File: config.mk
export PLATFORM = sky130hd
export DESIGN_NAME = router_input_ctrl_flat
export DESIGN_NICKNAME = d
export VERILOG_FILES = /design/src/rtl/router_pkg.sv /design/src/rtl/router_input_ctrl_if.sv /design/src/rtl/router_input_ctrl.sv /design/src/flat_wrapper.sv
export SDC_FILE = /design/constraint.sdc
export NUM_CORES = 1
export LEC_CHECK = 0
export ABC_AREA = 1
export BUFFER_PORTS_ARGS = -buffer_cell sky130_fd_sc_hd__buf_2
export CORE_MARGIN = 3
export CORE_UTILIZATION = 31
export DETAILED_ROUTE_END_ITERATION = 8
export PLACE_DENSITY = 0.61
export SLEW_MARGIN = 0
export SYNTH_ARGS = -nofsm -noshare
export SYNTH_HDL_FRONTEND = slang
export SYNTH_SLANG_ARGS = --single-unit
File: constraint.sdc
create_clock -name clk -period 1.55 [get_ports clk]
set_input_delay 0.2325 -clock clk [delete_from_list [all_inputs] [get_ports clk]]
set_output_delay 0.2325 -clock clk [all_outputs]
set_load 0.01 [all_outputs]
File: src/rtl/router_pkg.sv
// router_pkg: header field layout, port limit and input FSM encoding shared by the router front-end.
package router_pkg;
  localparam int HDR_DEST_LSB = 0;
  localparam int HDR_DEST_W = 2;
  localparam int HDR_LEN_LSB = 2;
  localparam int HDR_LEN_W = 6;
  localparam int MAX_PORTS = 4;
  typedef enum logic [2:0] {
    S_IDLE,
    S_HDR,
    S_PAYLOAD,
    S_PARITY,
    S_DROP
  } state_t;
endpackage

File: src/rtl/router_input_ctrl_if.sv
// router_input_ctrl_if: upstream byte handshake, per-port FIFO write side and packet status pulses.
interface router_input_ctrl_if #(parameter int NUM_PORTS = 3);
  logic in_valid;
  logic [7:0] in_data;
  logic in_ready;
  logic [NUM_PORTS-1:0] wfull;
  logic [NUM_PORTS-1:0] winc;
  logic [7:0] wdata;
  logic pkt_done;
  logic parity_err;
  logic drop;
  logic busy;
  modport master (
    output in_valid, in_data, wfull,
    input in_ready, winc, wdata, pkt_done, parity_err, drop, busy
  );
  modport slave (
    input in_valid, in_data, wfull,
    output in_ready, winc, wdata, pkt_done, parity_err, drop, busy
  );
endinterface

File: src/rtl/router_input_ctrl.sv
// router_input_ctrl: decodes packet headers and steers bytes into one of NUM_PORTS FIFOs, checking XOR parity.
module router_input_ctrl
  import router_pkg::*;
#(
  parameter int NUM_PORTS = 3
) (
  input logic clk,
  input logic rst,
  router_input_ctrl_if.slave bus
);
  localparam logic [2:0] NP = 3'(NUM_PORTS);
  state_t state;
  logic [7:0] hdr_reg;
  logic [7:0] par;
  logic [5:0] cnt;
  logic [HDR_DEST_W-1:0] dest;
  logic [HDR_DEST_W-1:0] in_dest;
  logic [HDR_LEN_W-1:0] in_len;
  logic [MAX_PORTS-1:0] full_v;
  logic full;
  logic fwd;
  logic acc;
  logic wr;
  // Zero-extended full vector lets an out-of-range dest index safely while in DROP.
  always_comb begin
    dest = hdr_reg[HDR_DEST_LSB +: HDR_DEST_W];
    in_dest = bus.in_data[HDR_DEST_LSB +: HDR_DEST_W];
    in_len = bus.in_data[HDR_LEN_LSB +: HDR_LEN_W];
    full_v = MAX_PORTS'(bus.wfull);
    full = full_v[dest];
    fwd = state == S_PAYLOAD || state == S_PARITY;
    bus.in_ready = !rst && (state == S_IDLE || state == S_DROP || (fwd && !full));
    acc = bus.in_valid && bus.in_ready;
    wr = !rst && (state == S_HDR ? !full : fwd && acc);
    bus.wdata = !wr ? 8'h00 : state == S_HDR ? hdr_reg : bus.in_data;
    bus.busy = state != S_IDLE;
  end
  for (genvar i = 0; i < NUM_PORTS; i++) begin : g_winc
    assign bus.winc[i] = wr && dest == HDR_DEST_W'(i);
  end
  always_ff @(posedge clk) begin
    if (rst) begin
      state <= S_IDLE;
      hdr_reg <= '0;
      cnt <= '0;
      par <= '0;
      bus.pkt_done <= 1'b0;
      bus.parity_err <= 1'b0;
      bus.drop <= 1'b0;
    end else begin
      bus.pkt_done <= 1'b0;
      bus.parity_err <= 1'b0;
      bus.drop <= 1'b0;
      case (state)
        S_IDLE: if (acc) begin
          hdr_reg <= bus.in_data;
          cnt <= in_len;
          par <= bus.in_data;
          state <= ({1'b0, in_dest} < NP) ? S_HDR : S_DROP;
        end
        S_HDR: if (!full) state <= cnt != 6'd0 ? S_PAYLOAD : S_PARITY;
        S_PAYLOAD: if (acc) begin
          par <= par ^ bus.in_data;
          cnt <= cnt - 6'd1;
          if (cnt == 6'd1) state <= S_PARITY;
        end
        S_PARITY: if (acc) begin
          bus.pkt_done <= 1'b1;
          bus.parity_err <= bus.in_data != par;
          state <= S_IDLE;
        end
        S_DROP: if (acc) begin
          if (cnt == 6'd0) begin
            bus.pkt_done <= 1'b1;
            bus.parity_err <= bus.in_data != par;
            bus.drop <= 1'b1;
            state <= S_IDLE;
          end else begin
            par <= par ^ bus.in_data;
            cnt <= cnt - 6'd1;
          end
        end
        default: state <= S_IDLE;
      endcase
    end
  end
endmodule

File: src/flat_wrapper.sv
// flat-port wrapper written by rule: the top's interface ports become plain ports
module router_input_ctrl_flat import router_pkg::*;
#(
  parameter int NUM_PORTS = 3
)
  (clk, rst, bus_in_valid, bus_in_data, bus_wfull, bus_in_ready, bus_winc, bus_wdata, bus_pkt_done, bus_parity_err, bus_drop, bus_busy);
  router_input_ctrl_if #(.NUM_PORTS(NUM_PORTS)) bus_i ();
  input logic clk;
  input logic rst;
  input wire logic [$bits(bus_i.in_valid)-1:0] bus_in_valid;
  input wire logic [$bits(bus_i.in_data)-1:0] bus_in_data;
  input wire logic [$bits(bus_i.wfull)-1:0] bus_wfull;
  output wire logic [$bits(bus_i.in_ready)-1:0] bus_in_ready;
  output wire logic [$bits(bus_i.winc)-1:0] bus_winc;
  output wire logic [$bits(bus_i.wdata)-1:0] bus_wdata;
  output wire logic [$bits(bus_i.pkt_done)-1:0] bus_pkt_done;
  output wire logic [$bits(bus_i.parity_err)-1:0] bus_parity_err;
  output wire logic [$bits(bus_i.drop)-1:0] bus_drop;
  output wire logic [$bits(bus_i.busy)-1:0] bus_busy;
  assign bus_i.in_valid = bus_in_valid;
  assign bus_i.in_data = bus_in_data;
  assign bus_i.wfull = bus_wfull;
  assign bus_in_ready = bus_i.in_ready;
  assign bus_winc = bus_i.winc;
  assign bus_wdata = bus_i.wdata;
  assign bus_pkt_done = bus_i.pkt_done;
  assign bus_parity_err = bus_i.parity_err;
  assign bus_drop = bus_i.drop;
  assign bus_busy = bus_i.busy;
  router_input_ctrl #(.NUM_PORTS(NUM_PORTS)) u_core (.clk(clk), .rst(rst), .bus(bus_i));
endmodule
# Word-level counts from Yosys, hierarchy flattened
# Index checks and enable logic that the tools add are counted.
dict set report word_totals {
  n_memories 0
  mem_bits_rw 0
  latchBits 0
  in_bits 14
  ff_bits 28
  elab_cells 84
  out_inout_bits 16
  mem_bits_ro 0
}
dict set report classes {
  magnitude_cmp 2
  eq_ne 16
  bitwise 2
  addsub 1
  n_mux 33
  reduce_logical 23
  div_mod_pow 0
  shifts 0
  n_mul 0
}
# op n
set ops {}
lappend ops {{$mux W8} 6}
lappend ops {{$mux W3} 8}
lappend ops {{$mux W6} 4}
lappend ops {{$pmux W8 S3} 1}
lappend ops {{$pmux W6 S3} 1}
lappend ops {{$pmux W3 S5} 1}
lappend ops {{$mux W1} 9}
lappend ops {{$logic_and A1 B1 Y1} 8}
lappend ops {{$ne A2 B1 Y1 const B} 4}
lappend ops {{$ne A2 B2 Y1 const B} 4}
lappend ops {{$ne A8 B8 Y1} 1}
lappend ops {{$xor A8 B8 Y8} 1}
lappend ops {{$reduce_and A7 Y1} 1}
lappend ops {{$eq A3 B2 Y1 const B} 2}
lappend ops {{$eq A6 B1 Y1 const B} 1}
lappend ops {{$logic_not A6 Y1} 1}
lappend ops {{$reduce_bool A3 Y1} 2}
lappend ops {{$reduce_bool A6 Y1} 1}
lappend ops {{$sub A6 B1 Y6 const B} 1}
lappend ops {{$reduce_and A5 Y1} 1}
lappend ops {{$pmux W1 S2} 2}
lappend ops {{$eq A3 B1 Y1 const B} 1}
lappend ops {{$eq A3 B3 Y1 const B} 1}
lappend ops {{$logic_not A3 Y1} 1}
lappend ops {{other kinds (11)} 14}

# Logic depth before layout (Yosys ltp)
dict set report logic_depth {
  word_depth 11
  depth_mapped 11
}

# Worst setup path after synthesis
# No wires, ideal clock.
dict set report synth_timing {
  path_type {register to output}
  startpoint {register u_core.state[1]}
  endpoint {output port bus_winc[0]}
  path_buffers 1
  path_slack_ns -0.111
  arrival_time_ns 1.428
  stages_incl_launch_ff 11
  cell_sequence {dfxtp_1 -> nor2_4 -> inv_2 -> nand2_2 -> nand2_2 -> inv_2 -> nand3_4 -> nand2_1 -> nand3_2 -> buf_6 -> nor3_1}
}
dict set report synth_via {
  elab_chain_cells 10
}
# item line_no
set synth_lines {}
lappend synth_lines {{start: declaration} router_input_ctrl.sv:12} ;# state_t state;
lappend synth_lines {{start signal: assignment} router_input_ctrl.sv:59} ;# state <= ({1'b0, in_dest} < NP) ? S_HDR : S_DROP;
lappend synth_lines {{start signal: assignment} router_input_ctrl.sv:61} ;# S_HDR: if (!full) state <= cnt != 6'd0 ? S_PAYLOAD : S_PARITY;
lappend synth_lines {{$eq A3 B2 Y1} router_input_ctrl.sv:31} ;# fwd = state == S_PAYLOAD || state == S_PARITY;
lappend synth_lines {{$logic_or A1 B1 Y1} router_input_ctrl.sv:31}
lappend synth_lines {{$logic_and A1 B1 Y1} router_input_ctrl.sv:32} ;# bus.in_ready = !rst && (state == S_IDLE || state == S_DROP || (fwd && !full));
lappend synth_lines {{$logic_or A1 B1 Y1} router_input_ctrl.sv:32}
lappend synth_lines {{$logic_and A1 B1 Y1} router_input_ctrl.sv:32}
lappend synth_lines {{$logic_and A1 B1 Y1} router_input_ctrl.sv:33} ;# acc = bus.in_valid && bus.in_ready;
lappend synth_lines {{$logic_and A1 B1 Y1} router_input_ctrl.sv:34} ;# wr = !rst && (state == S_HDR ? !full : fwd && acc);
lappend synth_lines {{$mux W1 *} router_input_ctrl.sv:34}
lappend synth_lines {{$logic_and A1 B1 Y1 *} router_input_ctrl.sv:34}
lappend synth_lines {{$logic_and A1 B1 Y1 *} router_input_ctrl.sv:39} ;# assign bus.winc[i] = wr && dest == HDR_DEST_W'(i);
lappend synth_lines {{end: declaration} flat_wrapper.sv:14} ;# output wire logic [$bits(bus_i.winc)-1:0] bus_winc;
# Mark *: on every way between the ends. The rest lies on a longest branch, timed or not.

# Worst setup path after layout
dict set report layout_timing {
  startpoint {register u_core.hdr_reg[0]}
  endpoint {output port bus_winc[0]}
}
dict set report layout_via {
  elab_chain_cells 11
}
# item line_no
set layout_lines {}
lappend layout_lines {{start: declaration} router_input_ctrl.sv:13} ;# logic [7:0] hdr_reg;
lappend layout_lines {{start signal: assignment} router_input_ctrl.sv:56} ;# hdr_reg <= bus.in_data;
lappend layout_lines {{$bmux W1 S2} router_input_ctrl.sv:30} ;# full = full_v[dest];
lappend layout_lines {{$mux W1 (not written as such)} router_input_ctrl.sv:30}
lappend layout_lines {{$logic_not A1 Y1} {router_input_ctrl.sv:32, router_input_ctrl.sv:34}}
lappend layout_lines {{$logic_and A1 B1 Y1} router_input_ctrl.sv:32}
lappend layout_lines {{$logic_or A1 B1 Y1} router_input_ctrl.sv:32}
lappend layout_lines {{$logic_and A1 B1 Y1} router_input_ctrl.sv:32}
lappend layout_lines {{$logic_and A1 B1 Y1} router_input_ctrl.sv:33}
lappend layout_lines {{$logic_and A1 B1 Y1} router_input_ctrl.sv:34}
lappend layout_lines {{$mux W1} router_input_ctrl.sv:34}
lappend layout_lines {{$logic_and A1 B1 Y1} router_input_ctrl.sv:34}
lappend layout_lines {{$logic_and A1 B1 Y1 *} router_input_ctrl.sv:39}
# Mark *: on every way between the ends. The rest lies on a longest branch, timed or not. The select of a mux whose other input is x is not followed.

==> key figures <==
Final layout
  – Area delta synth->final: 48.7%
  – Number of inserted diodes: 0
  – Fill cell instance count of the final layout: 554
  – Number of nets in the layout: 354
  – Fraction of final layout cells with drive strength greater than 1: 38.0%
  – Area occupied by registers: 572 um^2
  – Area of the multi-input gates: 1190 um^2
  – Non-filler cells, final: 407

Synth
  – Avg Cell Area, Syn: 6.55 um^2
  – #FFs+latches synth: 28
  – Sequential element share of the synthesized area: 32.0%
  – Synthesized area: 1750 um^2
  – Number of nets in the synthesized netlist: 283
  – Syn Inst Count: 267
  – Number of warning messages in the yosys log: 0
  – Synth unique cells: 26

Floorplanning
  – Number of placement rows: 26
  – Chip Height: 81.1 um
  – I/O pins: 30
  – Die ar.: 6580 um^2
  – Core box area: 5270 um^2
  – Die Width: 81.1 um
  – Initial Utilization: 33.2%

Clock tree
  – Cts hold-fix bufs: 0
  – Maximum buffer depth of the clock tree: 2
  – Clock sink count: 28
  – Root Driver: sky130_fd_sc_hd__clkbuf_8
  – Clock-pin transition on the worst setup and hold timing paths: 110 ps
  – Inserted Clock Buffers: 3
  – Clock tree from TritonCTS: yes
  – H-tree levels: 1
  – Clock latency reported for the late side of the worst-skew pair: 280 ps

GRT
  – Via count of the first global-routing pass: 1827
  – All-Layer GR Usage: 16.5%
  – Maximum number of pins on one net before global-route repair: 19
  – Antenna violations before repair: 0
  – Global-route wire length before repair: 8580 um
  – Total congestion overflow after global routing: 0

Pwr
  – Pwr Density: 1960 nW/um^2
  – Power consumption: 5.10 mW
  – Total leakage power: 1.21 nW
  – Maximum vdd drop: 855 uV

STA
  – Number of hold violations in the final report: 0
  – Slew of the pin with the lowest slew margin: 472 ps
  – Final worst path period need: 1960 ps
  – Max Clock Freq: 0.509 GHz
  – Pins Over Slew Limit: 0
  – Number of endpoints failing setup at the final stage: 24
  – Rel. slew slack: 68.2%
  – Period utilisation layout: 127%
  – Worst-case setup margin in the final layout: -413 ps
  – Maximum clock skew at final layout: 11.6 ps
  – RSZ-0062 raised after global routing: true

Drt
  – DR WL/cell: 12.7 um
  – Number of nets with antenna violations after detailed routing: 0
  – Final WL: 5170 um
  – Vias per cell: 4.87
  – Number of detailed-routing iterations run before antenna repair: 4
  – First DRT Iteration DRCs: 71
  – Post-route DRC violation count: 0
  – Routed vias: 1982

Critical path
  – Arrival time at the worst endpoint: 1730 ps
  – Crit-path leading delay family: simple AND/OR/NAND/NOR gates
  – Type of destination of the critical path: primary output
  – Highest net fanout along the worst path: 5
  – Critical path class: flop to primary output
  – Critical path data required time: 1320 ps
  – Critical Path Source Type: flop
  – Delay of the slowest critical-path stage: 390 ps
  – Setup slack on the worst flop-to-flop path: -40 ps
  – Slowest cell on the critical path: sky130_fd_sc_hd__dfxtp_2
  – Buf+Inv Stages, Crit Path: 3
  – Cell-by-cell listing of the critical path: inv_2 -> nand3_2 -> nand3_2 -> nand2_4 -> nand3_4 -> nand2_4 -> nand3_4 -> clkbuf_16 -> nor3_4 -> buf_2

Status
  – Run status: finished, violations left
  – Violated checks: setup timing

Placement
  – Count of input and output buffers: 29
  – Cell total after placement: 391
  – Pre-CTS setup slack: -38.2 ps
  – Final estimated routing congestion in global placement: 0.837
  – Estimated wirelength of the detail-placed design: 3790 um

Hold path
  – Type of the most critical hold path: primary input to flop

Run
  – Max-cap check violation count: 0
timing repair:
item | CTS | global route
resized for setup | 17 | 19
buffers inserted | 11 | 3
pin swaps | 5 | 12
setup endpoints to repair | 17 | 39
cloned | 0 | 2
logic make-up after synthesis:
kind of cell | after synthesis | share of synthesized area [%]
flip-flops | 28 | 32.0
XOR/XNOR | 10 | 5.01
buffers and inverters | 37 | 9.30
adder cells (fa/ha/maj) | 2 | 1.43
AND/OR/NAND/NOR | 145 | 38.1
AO/OA/AOI/OAI | 45 | 14.1
metal layers:
layer  part of all wire, %  track usage, %  vias up
met3                   3.9            2.22        2
met4                  0.77            5.24        0
met5                     0               0        -
li1                      -               -     1020
met1                    48            22.6      923
met2                    48            26.7       37
worst reg2reg max path, delay by kind of cell, from the launching register on:
kind	cells	cell delay, ps
and+or+nand+nor	6	510
AOI/OAI and AO/OA	1	160
buffers and inverters	4	480
DFF	1	390
final cells by class:
cell class	instances	share of cell area [%]
repair buffers	74	22.0
flip-flops and latches	28	22.0
inverters	28	4.14
clock inverters	1	1.15
clock buffers	3	1.59
multi-input cells	203	45.8
well taps	70	3.37
synth_stat cells:
cell type	n	area [um^2]
sky130_fd_sc_hd__a21oi_1	18	90.1
sky130_fd_sc_hd__a21oi_4	1	16.3
sky130_fd_sc_hd__buf_2	7	35.0
sky130_fd_sc_hd__buf_6	2	22.5
sky130_fd_sc_hd__clkinv_1	2	7.51
sky130_fd_sc_hd__dfxtp_1	28	561
sky130_fd_sc_hd__ha_1	2	25.0
sky130_fd_sc_hd__inv_1	23	86.3
sky130_fd_sc_hd__inv_2	3	11.3
sky130_fd_sc_hd__nand2_1	63	236
sky130_fd_sc_hd__nand2_2	2	12.5
sky130_fd_sc_hd__nand3_1	9	45.0
sky130_fd_sc_hd__nand3_2	2	20.0
sky130_fd_sc_hd__nand3_4	2	35.0
sky130_fd_sc_hd__nand4_1	9	56.3
sky130_fd_sc_hd__nor2_1	35	131
sky130_fd_sc_hd__nor2_2	1	6.26
sky130_fd_sc_hd__nor2_4	2	22.5
sky130_fd_sc_hd__nor3_1	19	95.1
sky130_fd_sc_hd__nor4_1	1	6.26
sky130_fd_sc_hd__o21ai_0	20	100
sky130_fd_sc_hd__o21ai_1	4	20.0
sky130_fd_sc_hd__o21bai_1	1	7.51
sky130_fd_sc_hd__o22ai_2	1	12.5
sky130_fd_sc_hd__xnor2_1	5	43.8
sky130_fd_sc_hd__xor2_1	5	43.8
cells in the final DEF, fill, tap and decap left out, types with 4 or more instances in the layout:
master / n
sky130_fd_sc_hd__xnor2_1: 5
sky130_fd_sc_hd__nand3_4: 4
sky130_fd_sc_hd__a21oi_1: 10
sky130_fd_sc_hd__nand3_2: 5
sky130_fd_sc_hd__nor3_1: 14
sky130_fd_sc_hd__nor2_1: 34
sky130_fd_sc_hd__o21ai_1: 4
sky130_fd_sc_hd__xor2_1: 5
sky130_fd_sc_hd__inv_2: 6
sky130_fd_sc_hd__dfxtp_1: 23
sky130_fd_sc_hd__nand3_1: 5
sky130_fd_sc_hd__nand2_2: 8
sky130_fd_sc_hd__o21ai_0: 20
sky130_fd_sc_hd__buf_2: 26
sky130_fd_sc_hd__nand2_1: 55
sky130_fd_sc_hd__nand4_1: 9
sky130_fd_sc_hd__inv_1: 19
sky130_fd_sc_hd__buf_6: 5
sky130_fd_sc_hd__buf_4: 38
sky130_fd_sc_hd__a21oi_2: 6
metrics by stage:
step / TNS (ps) / cell area [um^2] / hold slack (ps) / utilization [%]
2_1_floorplan: -117 / 1820 / 366 / -
6_report: -4600 / 2600 / 236 / 49.4
3_3_place_gp: -120 / 2290 / 450 / 43.4
4_1_cts: -3540 / 2480 / 241 / 47.1
3_5_place_dp: -158 / 2290 / 452 / 43.4
5_1_grt: -7690 / 2600 / 244 / 49.4
worst paths after layout:
path	from	end	depth (start not counted)
worst max-delay path	u_core.hdr_reg[0]$_SDFFE_PP0P_	bus_winc[0]	10
worst max register to register	u_core.hdr_reg[0]$_SDFFE_PP0P_	u_core.hdr_reg[1]$_SDFFE_PP0P_	11
worst min register to register	u_core.hdr_reg[6]$_SDFFE_PP0P_	u_core.hdr_reg[6]$_SDFFE_PP0P_	2
worst min-delay path	bus_in_data[1]	u_core.hdr_reg[1]$_SDFFE_PP0P_	3
power by group:
part           total (mW)  internal (mW)  switching (mW)
Sequential           1.10          0.931           0.166
Clock               0.595          0.346           0.249
Combinational        3.41           1.55            1.85
Total                5.10           2.83            2.27
No activity file was read; power rests on OpenSTA's default activity.
